===== src/rtl/result_slot_ctrl_if.sv =====
// Producer/consumer/bank signal bundle for result_slot_ctrl.
// slave = the controller; master = the surrounding producer, consumer and register bank.
interface result_slot_ctrl_if;
  logic        push_valid;
  logic        push_ready;
  logic [63:0] push_data;
  logic [2:0]  reg_en;
  logic [63:0] reg_wdata;
  logic [63:0] reg_q0;
  logic [63:0] reg_q1;
  logic [63:0] reg_q2;
  logic        rd_req;
  logic        rd_ack;
  logic [31:0] rd_data;
  logic [1:0]  count;
  logic        full;
  logic        empty;

  modport slave (
    input  push_valid, push_data, reg_q0, reg_q1, reg_q2, rd_req,
    output push_ready, reg_en, reg_wdata, rd_ack, rd_data, count, full, empty
  );

  modport master (
    output push_valid, push_data, reg_q0, reg_q1, reg_q2, rd_req,
    input  push_ready, reg_en, reg_wdata, rd_ack, rd_data, count, full, empty
  );
endinterface


===== src/rtl/result_slot_ctrl.sv =====
// 3-deep circular result queue over an external 64-bit register bank, drained as lo/hi 32-bit words.
// Optional feature: define RESULT_SLOT_FLUSH_EN to add a synchronous flush input.
module result_slot_ctrl (
  input  logic clk,
  input  logic reset_n,
`ifdef RESULT_SLOT_FLUSH_EN
  input  logic flush,
`endif
  result_slot_ctrl_if.slave bus
);

  typedef enum logic {
    HALF_LO = 1'b0,
    HALF_HI = 1'b1
  } half_e;

  logic [1:0]  r_wr_ptr,  w_wr_ptr_nxt;
  logic [1:0]  r_rd_ptr,  w_rd_ptr_nxt;
  logic [1:0]  r_count,   w_count_nxt;
  half_e       r_half,    w_half_nxt;
  logic        r_rd_ack,  w_rd_ack_nxt;
  logic [31:0] r_rd_data, w_rd_data_nxt;

  logic        w_full;
  logic        w_empty;
  logic        w_push_acc;
  logic        w_rd_acc;
  logic        w_pop;
  logic        w_flush;
  logic [63:0] w_slot;
  logic [2:0]  w_reg_en;

  function automatic logic [1:0] ptr_inc(input logic [1:0] p);
    return (p == 2'd2) ? 2'd0 : p + 2'd1;
  endfunction

`ifdef RESULT_SLOT_FLUSH_EN
  assign w_flush = flush;
`else
  assign w_flush = 1'b0;
`endif

  assign w_full     = (r_count == 2'd3);
  assign w_empty    = (r_count == 2'd0);
  assign w_push_acc = bus.push_valid & ~w_full;
  assign w_rd_acc   = bus.rd_req & ~w_empty;
  assign w_pop      = w_rd_acc & (r_half == HALF_HI);

  always_comb begin
    w_slot = bus.reg_q2;
    case (r_rd_ptr)
      2'd0:    w_slot = bus.reg_q0;
      2'd1:    w_slot = bus.reg_q1;
      default: w_slot = bus.reg_q2;
    endcase
  end

  // Load enable follows the accept even when a flush discards the push.
  always_comb begin
    w_reg_en = 3'b000;
    if (w_push_acc) begin
      case (r_wr_ptr)
        2'd0:    w_reg_en = 3'b001;
        2'd1:    w_reg_en = 3'b010;
        default: w_reg_en = 3'b100;
      endcase
    end
  end

  always_comb begin
    // NOTE: every next-state value gets a default first, so no path can infer a latch.
    w_wr_ptr_nxt  = r_wr_ptr;
    w_rd_ptr_nxt  = r_rd_ptr;
    w_count_nxt   = r_count;
    w_half_nxt    = r_half;
    w_rd_ack_nxt  = 1'b0;
    w_rd_data_nxt = r_rd_data;

    if (w_push_acc) w_wr_ptr_nxt = ptr_inc(r_wr_ptr);

    if (w_rd_acc) begin
      w_rd_ack_nxt  = 1'b1;
      w_rd_data_nxt = (r_half == HALF_HI) ? w_slot[63:32] : w_slot[31:0];
      w_half_nxt    = (r_half == HALF_HI) ? HALF_LO : HALF_HI;
      if (w_pop) w_rd_ptr_nxt = ptr_inc(r_rd_ptr);
    end

    case ({w_push_acc, w_pop})
      2'b10:   w_count_nxt = r_count + 2'd1;
      2'b01:   w_count_nxt = r_count - 2'd1;
      default: w_count_nxt = r_count;
    endcase

    // Flush wins over everything except the read word, which is held.
    if (w_flush) begin
      w_wr_ptr_nxt = 2'd0;
      w_rd_ptr_nxt = 2'd0;
      w_count_nxt  = 2'd0;
      w_half_nxt   = HALF_LO;
      w_rd_ack_nxt = 1'b0;
    end
  end

  // NOTE: sequential state uses non-blocking assignments so all registers update together.
  always_ff @(posedge clk or negedge reset_n) begin
    if (!reset_n) begin
      r_wr_ptr  <= 2'd0;
      r_rd_ptr  <= 2'd0;
      r_count   <= 2'd0;
      r_half    <= HALF_LO;
      r_rd_ack  <= 1'b0;
      r_rd_data <= 32'd0;
    end else begin
      r_wr_ptr  <= w_wr_ptr_nxt;
      r_rd_ptr  <= w_rd_ptr_nxt;
      r_count   <= w_count_nxt;
      r_half    <= w_half_nxt;
      r_rd_ack  <= w_rd_ack_nxt;
      r_rd_data <= w_rd_data_nxt;
    end
  end

  assign bus.push_ready = ~w_full;
  assign bus.reg_en     = w_reg_en;
  assign bus.reg_wdata  = bus.push_data;
  assign bus.rd_ack     = r_rd_ack;
  assign bus.rd_data    = r_rd_data;
  assign bus.count      = r_count;
  assign bus.full       = w_full;
  assign bus.empty      = w_empty;

endmodule

===== src/flat_wrapper.sv =====
// flat-port wrapper written by rule: the top's interface ports become plain ports
module result_slot_ctrl_flat 
  (clk, reset_n, bus_push_valid, bus_push_data, bus_reg_q0, bus_reg_q1, bus_reg_q2, bus_rd_req, bus_push_ready, bus_reg_en, bus_reg_wdata, bus_rd_ack, bus_rd_data, bus_count, bus_full, bus_empty);
  result_slot_ctrl_if bus_i ();
  input  logic clk;
  input  logic reset_n;
  input wire logic [$bits(bus_i.push_valid)-1:0] bus_push_valid;
  input wire logic [$bits(bus_i.push_data)-1:0] bus_push_data;
  input wire logic [$bits(bus_i.reg_q0)-1:0] bus_reg_q0;
  input wire logic [$bits(bus_i.reg_q1)-1:0] bus_reg_q1;
  input wire logic [$bits(bus_i.reg_q2)-1:0] bus_reg_q2;
  input wire logic [$bits(bus_i.rd_req)-1:0] bus_rd_req;
  output wire logic [$bits(bus_i.push_ready)-1:0] bus_push_ready;
  output wire logic [$bits(bus_i.reg_en)-1:0] bus_reg_en;
  output wire logic [$bits(bus_i.reg_wdata)-1:0] bus_reg_wdata;
  output wire logic [$bits(bus_i.rd_ack)-1:0] bus_rd_ack;
  output wire logic [$bits(bus_i.rd_data)-1:0] bus_rd_data;
  output wire logic [$bits(bus_i.count)-1:0] bus_count;
  output wire logic [$bits(bus_i.full)-1:0] bus_full;
  output wire logic [$bits(bus_i.empty)-1:0] bus_empty;
  assign bus_i.push_valid = bus_push_valid;
  assign bus_i.push_data = bus_push_data;
  assign bus_i.reg_q0 = bus_reg_q0;
  assign bus_i.reg_q1 = bus_reg_q1;
  assign bus_i.reg_q2 = bus_reg_q2;
  assign bus_i.rd_req = bus_rd_req;
  assign bus_push_ready = bus_i.push_ready;
  assign bus_reg_en = bus_i.reg_en;
  assign bus_reg_wdata = bus_i.reg_wdata;
  assign bus_rd_ack = bus_i.rd_ack;
  assign bus_rd_data = bus_i.rd_data;
  assign bus_count = bus_i.count;
  assign bus_full = bus_i.full;
  assign bus_empty = bus_i.empty;
  result_slot_ctrl u_core (.clk(clk), .reset_n(reset_n), .bus(bus_i));
endmodule

===== config.mk =====
export PLATFORM = sky130hd
export DESIGN_NAME = result_slot_ctrl_flat
export DESIGN_NICKNAME = d
export VERILOG_FILES = /design/src/rtl/result_slot_ctrl_if.sv /design/src/rtl/result_slot_ctrl.sv /design/src/flat_wrapper.sv
export SDC_FILE = /design/constraint.sdc
export NUM_CORES = 1
export LEC_CHECK = 0
export ABC_AREA = 1
export CAP_MARGIN = 5
export CORE_AREA = 3 3 142 144
export CTS_BUF_LIST = sky130_fd_sc_hd__clkbuf_4 sky130_fd_sc_hd__clkbuf_8 sky130_fd_sc_hd__clkbuf_16
export DETAILED_ROUTE_END_ITERATION = 8
export DIE_AREA = 0 0 145 147
export SLEW_MARGIN = 20
export SYNTH_ARGS = -nofsm -noshare
export SYNTH_HDL_FRONTEND = slang
export SYNTH_SLANG_ARGS = --single-unit

===== constraint.sdc =====
create_clock -name clk -period 2.8 [get_ports clk]
set_input_delay 0.7 -clock clk [delete_from_list [all_inputs] [get_ports clk]]
set_output_delay 0.7 -clock clk [all_outputs]
set_load 0.01 [all_outputs]

==> summary.md <==
| Metric | Value |
|---|---|
| Clock Skew | 5.98 ps |
| Io pins | 365 |
| Starting DRT DRC Count | 126 |
| Placed inst area | 5640 µm² |
| Die Ht | around 150 µm |
| Largest net degree at the start of global routing | 65 |
| LEAKAGE | 2.50 nW |
| Combinational share of power | 64.4% |
| Cell Area, Synth | 3550 µm² |
| Fmax | 377 MHz |
| Critical Path Max Stage Delay | between 500 and 600 ps |
| Psw | 2.30 mW |
| Layout Nets | slightly below 1000 |
| R2r worst-path depth | 6 |
| Worst hold path type | input port to asynchronous set/reset pin |
| Most common cell in the synthesized netlist | nand2_1 |
| Worst-margin pin slew | between 700 and 800 ps |
| GPL Wtd Cong | 0.754 |
| Top-area cell type share of the netlist area | 28.2% |
| Fin Setup TNS | 0 ps |
| Async S/R FF share, synth | between 90% and 100% |
| Vias in the first global route | ~4200 |
| CP cell instances | clkdlybuf4s50_1, nand2_1, nor3_1, clkdlybuf4s50_1 |
| Final Max Slew Viols | 0 |
| Routed via count | about 4100 |
| Setup slack, reg-to-reg | 960 ps |
| Synth area leader | dfrtp_1 |
| # rows | 50 |
| Slowest CP cell | clkdlybuf4s50_1 |
| Final ANT Viol Nets | 0 |
| Core Region | 18800 µm² |
| CP endpoint kind | primary output |
| CTS buffer count | 5 |
| Worst vdd ir | 0.390 mV |
| Sequential share of power | approximately 22% |
| Ys flop type | dfrtp_1 |
| WS Path Type | input port to primary output |
| Die Wd | 145 µm |
| GRT overflow | 0 |
| Total Wirelength | approximately 15 mm |
| Pre-antenna DRT Iters | 4 |
| Synth area leaders | dfrtp_1, nand2_1, nand3_1, buf_4, buf_2 |
| Wire length per cell | 15.0 µm |
| CTS tree | built |
| # H-tree levels | 2 |
| Commonest cells in the netlist | nand2_1, nand3_1, buf_4, dfrtp_1, buf_2 |
| Clk root buf | clkbuf_16 |
| Inserted Diodes | 0 |
| Arrival @ worst endpoint | 1960 ps |
| Unrepaired setup endpoints after global routing | no |
| Layout cells sized above 1 | 4.19% |
| Clk sink count | 40 |
| Max FO, Critical Path | 4 |
| Fin area | 5810 µm² |
| Reg clk slew, reported paths | 60 ps |
| Initial antenna violation count | 0 |
| Clock share of power | 13.4% |
| PortBufs | 236 |
| Full die area | 21300 µm² |
| Final setup fails | 0 |
| Worst EP required | 2100 ps |
| P&R area growth vs syn | 64.0% |
| Pwr Density | 860 nW/µm² |
| Status | completed |
| Max-cap violations | 0 |
| Gr usage total | 13.1% |
| Post-Synthesis Mean Instance Area | 6.33 µm² |
| Count of different cell masters after synthesis | 21 |
| RR Endpoint | u_core.bus.count[1] |
| Most frequent CP cell | clkdlybuf4s50_1 |
| Crit path launch type | input port |
| Post-Synthesis Cells | 560 |
| Post-synth EDFFs | 0 |
| Net Sw Frac | 45.9% |
| Rel. slew slack | 51.0% |
| Starting Density | about a fifth |
| Worst skew pair latency | approximately 290 ps |
| Final Hold Viols | 0 |
| Crit share post-route | 94.9% |
| Syn. warnings | 0 |
| Int Power | 2.70 mW |
| First-pass GRT wire length | ~23 mm |
| RR Startpoint | u_core.bus.count[0] |
| DRC | 0 |
| DP Wirelength | 11.2 mm |
| CTS Buffer Depth | 2 |
| Crit path time final | ~2700 ps |
| Synthesized Nets | 821 |
| Number of register bits inferred by synthesis | 40 |
| Vias per cell | 4.24 |
| Register area share after synthesis | 28.2% |
## critical path, delay by kind of cell
kind | cells | cell delay (ps)
and+or+nand+nor | 2 | 240
buffers and inverters | 2 | 1010
## cell type report
class / instances / area (µm²)
fill: 2086 / 13000
inverter: 6 / 22.5
tap: 260 / 325
sequential: 40 / 1000
multi-input combinational: 413 / 1830
clock inverter: 2 / 35.0
clock buffer: 6 / 133
timing repair buffer: 249 / 2470
## cell families (layout without fill, tap and decap cells)
kind of cell	after synthesis	after routing	synth area share, %
AOI/OAI and AO/OA	6	6	1.16
xor gates and xnor gates	2	2	0.494
adders and majority gates	1	1	0.353
buffers and inverters	107	263	20.5
DFF	40	40	28.2
and+or+nand+nor	404	404	49.3
## per-layer routing
metal / wire length [µm] / vias to the layer above / track usage (%)
li1: - / 2059 / -
met1: 5960 / 1871 / 14.7
met4: 444 / 0 / 4.61
met5: 0 / - / 0
met3: 1320 / 32 / 5.27
met2: 6940 / 178 / 22.4
## registers in the layout (all words and copies together) (netlist names)
name and flops:
u_core.bus.rd_data 32, u_core.r_wr_ptr 2, u_core.bus.count 2, u_core.bus.rd_ack 1
u_core.r_rd_ptr 2, u_core.r_half 1
## metrics by stage
stage	setup WS, ps	instances	util (%)	hold slack, ps	power [mW]
finish	144	976	30.9	350	5.00
global route	59.0	976	30.9	375	5.46
CTS	68.7	976	30.9	356	5.11
detailed placement	82.5	968	30.0	480	4.40
global placement	54.4	968	30.0	478	4.38
floorplan	1010	560	-	404	3.08
## what timing repair did
item                                    4_1_cts  5_1_grt
buffers inserted                              0        0
endpoints found under the setup margin        0        1
hold endpoints to repair                      0        0
hold buffers                                  0        0
gates resized for setup                       0        1
## cell usage in the layout (no fill, tap or decap), drive strengths merged
cell           instances
o21ai                  4
nand4                  1
nor2                   9
ha                     1
buf                   14
nand2                232
clkbuf                 6
xnor2                  2
dfrtp                 40
nand3                160
inv                    6
bufinv                 1
or2                    1
a21oi                  2
clkinv                 1
dlymetal6s2s           1
nor3                   1
clkdlybuf4s50        234
## worst max path at each step
stage                         from            end  slack (ps)  cells after the start
finish              bus_push_valid  bus_reg_en[0]         140                      4
global route        bus_push_valid  bus_reg_en[0]          60                      4
CTS                 bus_push_valid  bus_reg_en[1]          70                      6
detailed placement  bus_push_valid  bus_reg_en[1]          80                      6
global placement    bus_push_valid  bus_reg_en[1]          50                      6
floorplan           bus_push_valid  bus_reg_en[1]        1010                      4
## power groups by stage
stage,combinational [mW],sequential [mW],clock (mW)
finish,3.22,1.11,0.668
global route,3.59,1.16,0.717
CTS,3.28,1.12,0.707
detailed placement,3.28,1.12,0
global placement,3.26,1.12,0
floorplan,1.94,1.14,0
Note: power is estimated with default switching activity, not from simulation.
